**src/rtl/pa_iu_div_pkg.sv**
```systemverilog
// ---------------------------------------------------------------------------
// pa_iu_div_pkg
// Shared integer-unit definitions used by the divider:
//   - divider FSM state encodings
//   - special result constants for divide-by-zero and signed overflow
//   - helper that returns the operand magnitude for signed or unsigned forms
// ---------------------------------------------------------------------------
package pa_iu_div_pkg;

    // Divider FSM encodings.
    localparam logic [1:0] DIV_IDLE = 2'd0;
    localparam logic [1:0] DIV_CALC = 2'd1;
    localparam logic [1:0] DIV_DONE = 2'd2;

    // Special-value constants.
    localparam logic [31:0] DIV_ALL_ONES = 32'hFFFF_FFFF;
    localparam logic [31:0] DIV_INT_MIN  = 32'h8000_0000;

    // Number of radix-2 steps minus one; loaded into the counter on accept.
    localparam logic [4:0]  DIV_LAST_STEP = 5'd31;

    // Two's-complement magnitude when the operand is treated as signed.
    function automatic logic [31:0] divMagnitude(input logic [31:0] value,
                                                 input logic        isSigned);
        logic [31:0] mag;
        mag = value;
        if (isSigned && value[31]) begin
            mag = ~value + 32'd1;
        end
        return mag;
    endfunction

endpackage : pa_iu_div_pkg

```
**src/rtl/pa_iu_div_gated_clk_cell.sv**
```systemverilog
// ---------------------------------------------------------------------------
// gated_clk_cell
// Latch-based integrated clock gate. The enable is captured while the input
// clock is low so the gated clock never glitches.
// Ports:
//   clk_in             - free-running clock
//   global_en          - chip-level clock enable
//   module_en          - module-level enable (forces the clock on)
//   local_en           - functional enable from the owning block
//   external_en        - unconditional enable
//   pad_yy_icg_scan_en - scan bypass, keeps the clock running in test mode
//   clk_out            - gated clock
// ---------------------------------------------------------------------------
module gated_clk_cell (
    input  logic clk_in,
    input  logic global_en,
    input  logic module_en,
    input  logic local_en,
    input  logic external_en,
    input  logic pad_yy_icg_scan_en,
    output logic clk_out
);

    logic clkEnBfLatch;
    logic clkEnAfLatch;

    assign clkEnBfLatch = (global_en & (module_en | local_en))
                        | external_en
                        | pad_yy_icg_scan_en;

    // Transparent while the clock is low; holds steady across the high phase.
    always_latch begin
        if (!clk_in) begin
            clkEnAfLatch <= clkEnBfLatch;
        end
    end

    assign clk_out = clk_in & clkEnAfLatch;

endmodule : gated_clk_cell

```
**src/rtl/pa_iu_div.sv**
```systemverilog
// ---------------------------------------------------------------------------
// pa_iu_div
// Iterative 32-bit integer divider for DIV/DIVU/REM/REMU. One restoring
// radix-2 step per cycle (32 cycles); divide-by-zero and signed overflow
// bypass the iteration and finish one cycle after accept.
// Ports:
//   forever_cpuclk       - core clock
//   cpurst_b             - asynchronous active-low reset
//   cp0_yy_clk_en        - global clock-gate enable
//   cp0_iu_icg_en        - module clock-gate enable
//   pad_yy_icg_scan_en   - scan bypass for the clock gate
//   idu_iu_ex1_inst_vld  - EX1 instruction valid
//   idu_iu_ex1_div_sel   - EX1 instruction is a divide
//   idu_iu_ex1_func      - [0] signed operands, [1] return remainder
//   idu_iu_ex1_src0      - dividend
//   idu_iu_ex1_src1      - divisor
//   rtu_iu_flush         - kill any in-flight divide
//   div_dp_ex1_stall     - hold EX1 while the divide is not finished
//   div_dp_ex1_cmplt     - divide retires this cycle
//   div_dp_wb_vld        - result valid pulse
//   div_dp_wb_rslt       - quotient or remainder
// ---------------------------------------------------------------------------
module pa_iu_div
    import pa_iu_div_pkg::*;
(
    input  logic        forever_cpuclk,
    input  logic        cpurst_b,
    input  logic        cp0_yy_clk_en,
    input  logic        cp0_iu_icg_en,
    input  logic        pad_yy_icg_scan_en,
    input  logic        idu_iu_ex1_inst_vld,
    input  logic        idu_iu_ex1_div_sel,
    input  logic [1:0]  idu_iu_ex1_func,
    input  logic [31:0] idu_iu_ex1_src0,
    input  logic [31:0] idu_iu_ex1_src1,
    input  logic        rtu_iu_flush,
    output logic        div_dp_ex1_stall,
    output logic        div_dp_ex1_cmplt,
    output logic        div_dp_wb_vld,
    output logic [31:0] div_dp_wb_rslt
);

    // Control state (free-running clock, reset)
    logic [1:0]  state_q, state_d;
    logic [4:0]  cnt_q, cnt_d;

    // Datapath state (gated clock, not reset)
    logic [32:0] rem_q, rem_d;
    logic [31:0] quo_q, quo_d;
    logic [31:0] dvsr_q, dvsr_d;
    logic        funcRem_q, funcRem_d;
    logic        quoNeg_q, quoNeg_d;
    logic        remNeg_q, remNeg_d;

    logic        divReq;
    logic        accept;
    logic        byZero;
    logic        overflow;
    logic        divClk;
    logic        divClkEn;

    logic [32:0] shifted;
    logic [32:0] trialDiff;
    logic        quoBit;
    logic [31:0] quoRes;
    logic [31:0] remRes;

    assign divReq   = idu_iu_ex1_inst_vld & idu_iu_ex1_div_sel;
    assign accept   = (state_q == DIV_IDLE) & divReq & ~rtu_iu_flush;
    assign byZero   = (idu_iu_ex1_src1 == 32'd0);
    assign overflow = idu_iu_ex1_func[0]
                    & (idu_iu_ex1_src0 == DIV_INT_MIN)
                    & (idu_iu_ex1_src1 == DIV_ALL_ONES);

    // -----------------------------------------------------------------------
    // Next-state logic. Flush wins over everything and always returns to
    // IDLE; special operands skip the iteration entirely.
    // -----------------------------------------------------------------------
    always_comb begin
        state_d = state_q;
        cnt_d   = cnt_q;
        if (rtu_iu_flush) begin
            state_d = DIV_IDLE;
        end else begin
            case (state_q)
                DIV_IDLE: begin
                    if (accept) begin
                        if (byZero || overflow) begin
                            state_d = DIV_DONE;
                        end else begin
                            state_d = DIV_CALC;
                            cnt_d   = DIV_LAST_STEP;
                        end
                    end
                end
                DIV_CALC: begin
                    if (cnt_q == 5'd0) begin
                        state_d = DIV_DONE;
                    end else begin
                        cnt_d = cnt_q - 5'd1;
                    end
                end
                DIV_DONE: state_d = DIV_IDLE;
                default:  state_d = DIV_IDLE;
            endcase
        end
    end

    always_ff @(posedge forever_cpuclk or negedge cpurst_b) begin
        if (!cpurst_b) begin
            state_q <= DIV_IDLE;
            cnt_q   <= 5'd0;
        end else begin
            state_q <= state_d;
            cnt_q   <= cnt_d;
        end
    end

    // -----------------------------------------------------------------------
    // Datapath clock only runs while a divide is being accepted or is busy.
    // -----------------------------------------------------------------------
    assign divClkEn = accept | (state_q != DIV_IDLE);

    gated_clk_cell x_div_clk (
        .clk_in             (forever_cpuclk),
        .global_en          (cp0_yy_clk_en),
        .module_en          (cp0_iu_icg_en),
        .local_en           (divClkEn),
        .external_en        (1'b0),
        .pad_yy_icg_scan_en (pad_yy_icg_scan_en),
        .clk_out            (divClk)
    );

    // Restoring step: the dividend lives in the quotient register and is
    // shifted out MSB-first while quotient bits are shifted in at the LSB.
    // rem_q[32] is the bit that falls off the top of the shift; if set, the
    // shifted value is certainly no smaller than the divisor.
    assign shifted   = {rem_q[31:0], quo_q[31]};
    assign trialDiff = shifted - {1'b0, dvsr_q};
    assign quoBit    = rem_q[32] | (shifted >= {1'b0, dvsr_q});

    // -----------------------------------------------------------------------
    // Datapath next values. Special operands preload the final quotient and
    // remainder with both signs cleared, so DONE uses one result path.
    // -----------------------------------------------------------------------
    always_comb begin
        rem_d     = rem_q;
        quo_d     = quo_q;
        dvsr_d    = dvsr_q;
        funcRem_d = funcRem_q;
        quoNeg_d  = quoNeg_q;
        remNeg_d  = remNeg_q;
        if (accept) begin
            funcRem_d = idu_iu_ex1_func[1];
            if (byZero) begin
                quo_d    = DIV_ALL_ONES;
                rem_d    = {1'b0, idu_iu_ex1_src0};
                quoNeg_d = 1'b0;
                remNeg_d = 1'b0;
            end else if (overflow) begin
                quo_d    = DIV_INT_MIN;
                rem_d    = 33'd0;
                quoNeg_d = 1'b0;
                remNeg_d = 1'b0;
            end else begin
                quo_d    = divMagnitude(idu_iu_ex1_src0, idu_iu_ex1_func[0]);
                dvsr_d   = divMagnitude(idu_iu_ex1_src1, idu_iu_ex1_func[0]);
                rem_d    = 33'd0;
                quoNeg_d = (idu_iu_ex1_src0[31] ^ idu_iu_ex1_src1[31])
                         & idu_iu_ex1_func[0];
                remNeg_d = idu_iu_ex1_src0[31] & idu_iu_ex1_func[0];
            end
        end else if (state_q == DIV_CALC) begin
            rem_d = quoBit ? trialDiff : shifted;
            quo_d = {quo_q[30:0], quoBit};
        end
    end

    always_ff @(posedge divClk) begin
        rem_q     <= rem_d;
        quo_q     <= quo_d;
        dvsr_q    <= dvsr_d;
        funcRem_q <= funcRem_d;
        quoNeg_q  <= quoNeg_d;
        remNeg_q  <= remNeg_d;
    end

    // Result is a pure function of registers that stop changing once the
    // divider returns to IDLE, so it holds its value between operations.
    assign quoRes = quoNeg_q ? (~quo_q + 32'd1) : quo_q;
    assign remRes = remNeg_q ? (~rem_q[31:0] + 32'd1) : rem_q[31:0];

    assign div_dp_wb_rslt   = funcRem_q ? remRes : quoRes;
    assign div_dp_wb_vld    = (state_q == DIV_DONE) & ~rtu_iu_flush;
    assign div_dp_ex1_cmplt = div_dp_wb_vld;
    assign div_dp_ex1_stall = divReq & (state_q != DIV_DONE) & ~rtu_iu_flush;

endmodule : pa_iu_div

```
**config.mk**
```make
export PLATFORM = sky130hd
export DESIGN_NAME = pa_iu_div
export DESIGN_NICKNAME = d
export VERILOG_FILES = /design/src/rtl/pa_iu_div_pkg.sv /design/src/rtl/pa_iu_div_gated_clk_cell.sv /design/src/rtl/pa_iu_div.sv
export SDC_FILE = /design/constraint.sdc
export NUM_CORES = 1
export LEC_CHECK = 0
export ABC_AREA = 1
export BUFFER_PORTS_ARGS = -buffer_cell sky130_fd_sc_hd__buf_2
export CAP_MARGIN = 15
export CORE_ASPECT_RATIO = 0.75
export CORE_MARGIN = 8
export CORE_UTILIZATION = 39
export CTS_CLUSTER_SIZE = 10
export DETAILED_ROUTE_END_ITERATION = 8
export PLACE_DENSITY_LB_ADDON = 0.25
export SYNTH_ARGS = -nofsm -noshare
export SYNTH_HDL_FRONTEND = slang
export SYNTH_SLANG_ARGS = --single-unit
```
**constraint.sdc**
```tcl
create_clock -name forever_cpuclk -period 9.06 [get_ports forever_cpuclk]
set_input_delay 1.359 -clock forever_cpuclk [delete_from_list [all_inputs] [get_ports forever_cpuclk]]
set_output_delay 1.359 -clock forever_cpuclk [all_outputs]
set_load 0.02 [all_outputs]
```
Yosys cells after proc, flatten, opt, wreduce, memory -nomap -nowiden
Cells that the tools add are included.
{"block": "op_classes", "add_sub_neg": 6, "n_mul": 0, "n_div": 0, "magnitude_cmp": 1, "eq_ne": 10, "n_shift": 0, "n_mux": 23, "bitwise_logic": 24, "n_reduce_logical": 13}
{"cell": "$mux W32", "count": 10}
{"cell": "$add A32 B1 Y32 const B", "count": 4}
{"cell": "$not A32 Y32", "count": 4}
{"cell": "$mux W33", "count": 3}
{"cell": "$eq A32 B32 Y1 const B", "count": 2}
{"cell": "$ge A33 B32 Y1", "count": 1}
{"cell": "$sub A33 B32 Y33", "count": 1}
{"cell": "$logic_not A32 Y1", "count": 1}
{"cell": "$mux W5", "count": 3}
{"cell": "$and A1 B1 Y1", "count": 12}
{"cell": "$pmux W5 S2", "count": 1}
{"cell": "$mux W2", "count": 4}
{"cell": "$ne A2 B2 Y1 const B", "count": 4}
{"cell": "$ne A3 B3 Y1 const B", "count": 2}
{"cell": "$reduce_bool A2 Y1", "count": 3}
{"cell": "$logic_not A5 Y1", "count": 1}
{"cell": "$reduce_and A5 Y1", "count": 1}
{"cell": "$sub A5 B1 Y5 const B", "count": 1}
{"cell": "$or A1 B1 Y1", "count": 4}
{"cell": "$pmux W2 S2", "count": 1}
{"cell": "$not A1 Y1", "count": 3}
{"cell": "$reduce_and A3 Y1", "count": 1}
{"cell": "$eq A2 B1 Y1 const B", "count": 1}
{"cell": "$eq A2 B2 Y1 const B", "count": 1}
{"cell": "7 further kinds", "count": 8}
{"block": "totals", "register_bits": 107, "latchBits": 1, "ramBits": 0, "romBits": 0, "inputBits": 74, "word_cells": 86, "memories": 0}

Logic depth before layout (Yosys ltp)
{"block": "logic_depth", "word_depth": 8, "ltp_mapped": 17}

Cells and area by module
Synthesis repeated with hierarchy kept, for this count alone.
{"block": "unflattened", "hier_cells": 1925, "area_unflattened_um2": 11826.3}
{"mod": "pa_iu_div", "instances": 1, "cells_per_inst": 1919, "area_per_inst_um2": 11791.3}
{"mod": "gated_clk_cell", "instances": 1, "cells_per_inst": 6, "area_per_inst_um2": 35.0}

==> reports/qor.yml <==
sta:
  tightest_slew_ps: 964
  setup_slack_ps: 3340
  setup_violating_endpoint_count_in_the_final_report: 0
  whs_ps: 507
  setup-tns-final_ps: 0
  timing.final.hold_violations: 0
  fin_skew_ps: 78.2
  grt_setup_unrepaired: "no"
  slew_violations: 0
  timing.max_slew.rel_slack_pct: 35.7
cells_and_area:
  final_design_area_no_fill_mm2: 0.0132
  finalNetCount: 2166
  n_antenna_cell: 0
  ff_latch_area_mm2: 0.00319
  final_layout_size_suffix_gt1_share_pct: 10.1
  area_growth_pct: 15.2
  num-fill-cells: 3141
  multiInputGateArea_mm2: 0.00693
floorplanning:
  core_mm2: 0.0290
  die_area_mm2: 0.0352
  floorplan.initialDensity_pct: 39.6
  io_pins: 109
  chipWidth_um: 214
  die_h_um: 165
  rows: 54
logic_synthesis:
  syn-num-nets: 1976
  synth_top_cell_by_area: "sky130_fd_sc_hd__edfxtp_1"
  synth_area_leaders: "sky130_fd_sc_hd__edfxtp_1, sky130_fd_sc_hd__nand2_1, sky130_fd_sc_hd__inv_1, sky130_fd_sc_hd__nand3_1, sky130_fd_sc_hd__nor2_1"
  yosys_warnings: 0
  synth_top_cell_area_share_pct: 26.2
  avgSynthCellArea_um2: 6.16
  ys_types: 50
  netlist_area_mm2: 0.0115
  count_of_state_elements_after_synthesis: 108
  number_of_instances_in_the_synthesized_netlist: 1862
critical_path:
  worstSetupPathType: "primary input to latch"
  critPathMaxFanout: 3
  required_ps: 5320
  setup.worst_path.end_class: "latch"
  cp_data_arrival_time_ps: 1980
  worst_r2r_path_depth: 5
  setup.worst_path.start_class: "primary input"
clock_network:
  post_cts_resize_count: 0
  postCtsSetupRepairBufs: 0
  cts.hold.buffers_added: 0
  cts_tree: "done"
  clock_insertion_delay_at_the_later_pin_of_the_skew_report_ps: 760
  path_clk_slew_ps: 40
power:
  ir_worst_vdd_v: 0.000183
  powerDensity_mw_per_mm2: 152
  power.static_leakage_nw: 7.09
placement:
  dp_hpwl_mm: 33.5
  gp_congestion: 0.989
  placedInstanceArea_mm2: 0.0123
  pre_cts_ws_ps: 2570
  placement.io_buffers: 108
outcome:
  run_status: "finished clean"
min_path:
  min_path_type: "primary input to asynchronous set/reset pin"
detailed_routing:
  route.detailed.vias_per_inst: 5.29
  detail_route.iter0.violations: 1277
  number_of_search_and_repair_iterations_in_the_first_detailed_routing_pass: 5
  post_drt_wl_per_cell_um: 17.4
  drc_errors: 0
  dr_total_vias: 13000
  routed_wirelength_mm: 42.6
  drtAntennaViolNets: 0
global_route:
  largest_net_degree_at_the_start_of_global_routing: 66
  grt_first_pass_wirelength_mm: 64.9
  grt_antenna_before_repair: 0
  total_congestion_overflow: 0
  gr-usage-all-layers_pct: 23.2
  grt_pass1_vias: 12000
job:
  cap_violations: 0
==> cell families (layout without fill, tap and decap cells) <==
kind of cell | count (synthesis) | count (layout) | synth area share, %
xor+xnor | 63 | 63 | 4.81
flops | 107 | 107 | 27.7
latches | 1 | 1 | 0.131
buf+inv | 340 | 536 | 11.8
fa+ha+maj | 40 | 40 | 4.43
compound gates | 208 | 208 | 9.49
simple gates | 1103 | 1103 | 41.7
==> cell usage after synthesis (all sizes together) <==
cell type	number
a211oi	1
a21o	2
a21oi	81
a22oi	1
a31oi	4
a32o	1
and2	7
and3	1
buf	19
clkbuf	27
clkinv	2
dfrtp	7
dlxtn	1
edfxtp	100
fa	1
ha	39
inv	292
nand2	605
nand3	194
nand3b	9
nand4	31
nor2	195
nor3	41
nor3b	3
nor4	5
o211ai	3
o21ai	108
o21bai	1
o22ai	2
o31ai	3
o32ai	1
or2	12
xnor2	21
xor2	42
==> cell type report <==
type	instances	area share, %
clock buffers	19	3.44
clock inverters	107	3.34
inverters	293	8.32
multi-input cells	1414	52.4
flip-flops and latches	108	24.2
well taps	392	3.71
repair buffers	117	4.60
==> where the power goes <==
part | switching, mW | leakage, nW | internal, mW
logic | 0.570 | 5.09 | 0.270
registers | 0.0653 | 1.02 | 0.484
clock network | 0.269 | 0.983 | 0.347
total | 0.904 | 7.09 | 1.10
==> worst paths after layout <==
kind,start,to,slack (ps)
max,idu_iu_ex1_inst_vld,x_div_clk.clkEnAfLatch,3340
min,cpurst_b,cnt_q[3],510
max reg2reg,state_q[1],x_div_clk.clkEnAfLatch,3620
min reg2reg,cnt_q[1],cnt_q[1],540
max in group gated,x_div_clk.clkEnAfLatch,clock gate,3410
max in group asynchronous,cpurst_b,cnt_q[4],8400
min in group forever_cpuclk,cnt_q[1],cnt_q[1],540
min in group gated,x_div_clk.clkEnAfLatch,clock gate,870
==> flip-flops by register name (all words and copies together), names as in the netlist <==
signal	count
cnt_q	5
dvsr_q	32
funcRem_q	1
quoNeg_q	1
quo_q	32
remNeg_q	1
rem_q	33
state_q	2
x_div_clk.clkEnAfLatch	1
==> critical path, cell delays in order <==
cell,delay (ps)
sky130_fd_sc_hd__buf_2,100
sky130_fd_sc_hd__nand2_1,80
sky130_fd_sc_hd__nor2_1,60
sky130_fd_sc_hd__nand2_2,90
sky130_fd_sc_hd__nand2_1,60
sky130_fd_sc_hd__o21ai_0,170
sky130_fd_sc_hd__nand2_1,70
==> metal layers <==
metal,up-vias,global-route usage [%],share of wire [%]
met3,55,5.45,9.5
met5,-,0,0
met2,606,33.2,40
li1,6367,-,-
met1,5930,34.1,49
met4,0,6.45,1.6
==> layout by cell type, fill, tap and decap left out, types with 2 or more instances in the layout <==
master and n:
sky130_fd_sc_hd__nor2_2 10, sky130_fd_sc_hd__and2_1 7, sky130_fd_sc_hd__nand2_4 5, sky130_fd_sc_hd__o21ai_1 8, sky130_fd_sc_hd__o22ai_1 2, sky130_fd_sc_hd__buf_2 108, sky130_fd_sc_hd__inv_6 3, sky130_fd_sc_hd__or2_2 8
sky130_fd_sc_hd__a31oi_1 4, sky130_fd_sc_hd__nand3_2 3, sky130_fd_sc_hd__o21ai_0 100, sky130_fd_sc_hd__a21oi_1 80, sky130_fd_sc_hd__nand2_1 593, sky130_fd_sc_hd__nor3b_1 3, sky130_fd_sc_hd__nor3_1 35, sky130_fd_sc_hd__nor2_1 184
sky130_fd_sc_hd__a21o_1 2, sky130_fd_sc_hd__dfrtp_1 7, sky130_fd_sc_hd__nand2_2 6, sky130_fd_sc_hd__or2_1 4, sky130_fd_sc_hd__buf_4 9, sky130_fd_sc_hd__edfxtp_1 100, sky130_fd_sc_hd__nand3_1 191, sky130_fd_sc_hd__nand3b_1 9
sky130_fd_sc_hd__clkinv_1 2, sky130_fd_sc_hd__xnor2_1 21, sky130_fd_sc_hd__clkbuf_16 18, sky130_fd_sc_hd__nor3_4 2, sky130_fd_sc_hd__inv_1 367, sky130_fd_sc_hd__xor2_1 42, sky130_fd_sc_hd__o31ai_1 3, sky130_fd_sc_hd__nor4_1 4
sky130_fd_sc_hd__o211ai_1 3, sky130_fd_sc_hd__nor3_2 4, sky130_fd_sc_hd__ha_1 39, sky130_fd_sc_hd__nand4_1 31, sky130_fd_sc_hd__inv_2 24, sky130_fd_sc_hd__inv_8 3
==> through the flow <==
step                      utilization [%]  instances  total power [mW]
after global routing                 45.6       2450              2.17
final                                45.6       2450              2.00
after floorplan                         -       1862              1.17
after detailed placement             42.5       2325              1.42
after global placement               42.5       2325              1.41
after CTS                            45.6       2450              2.01
No activity file was read; power rests on OpenSTA's default activity.
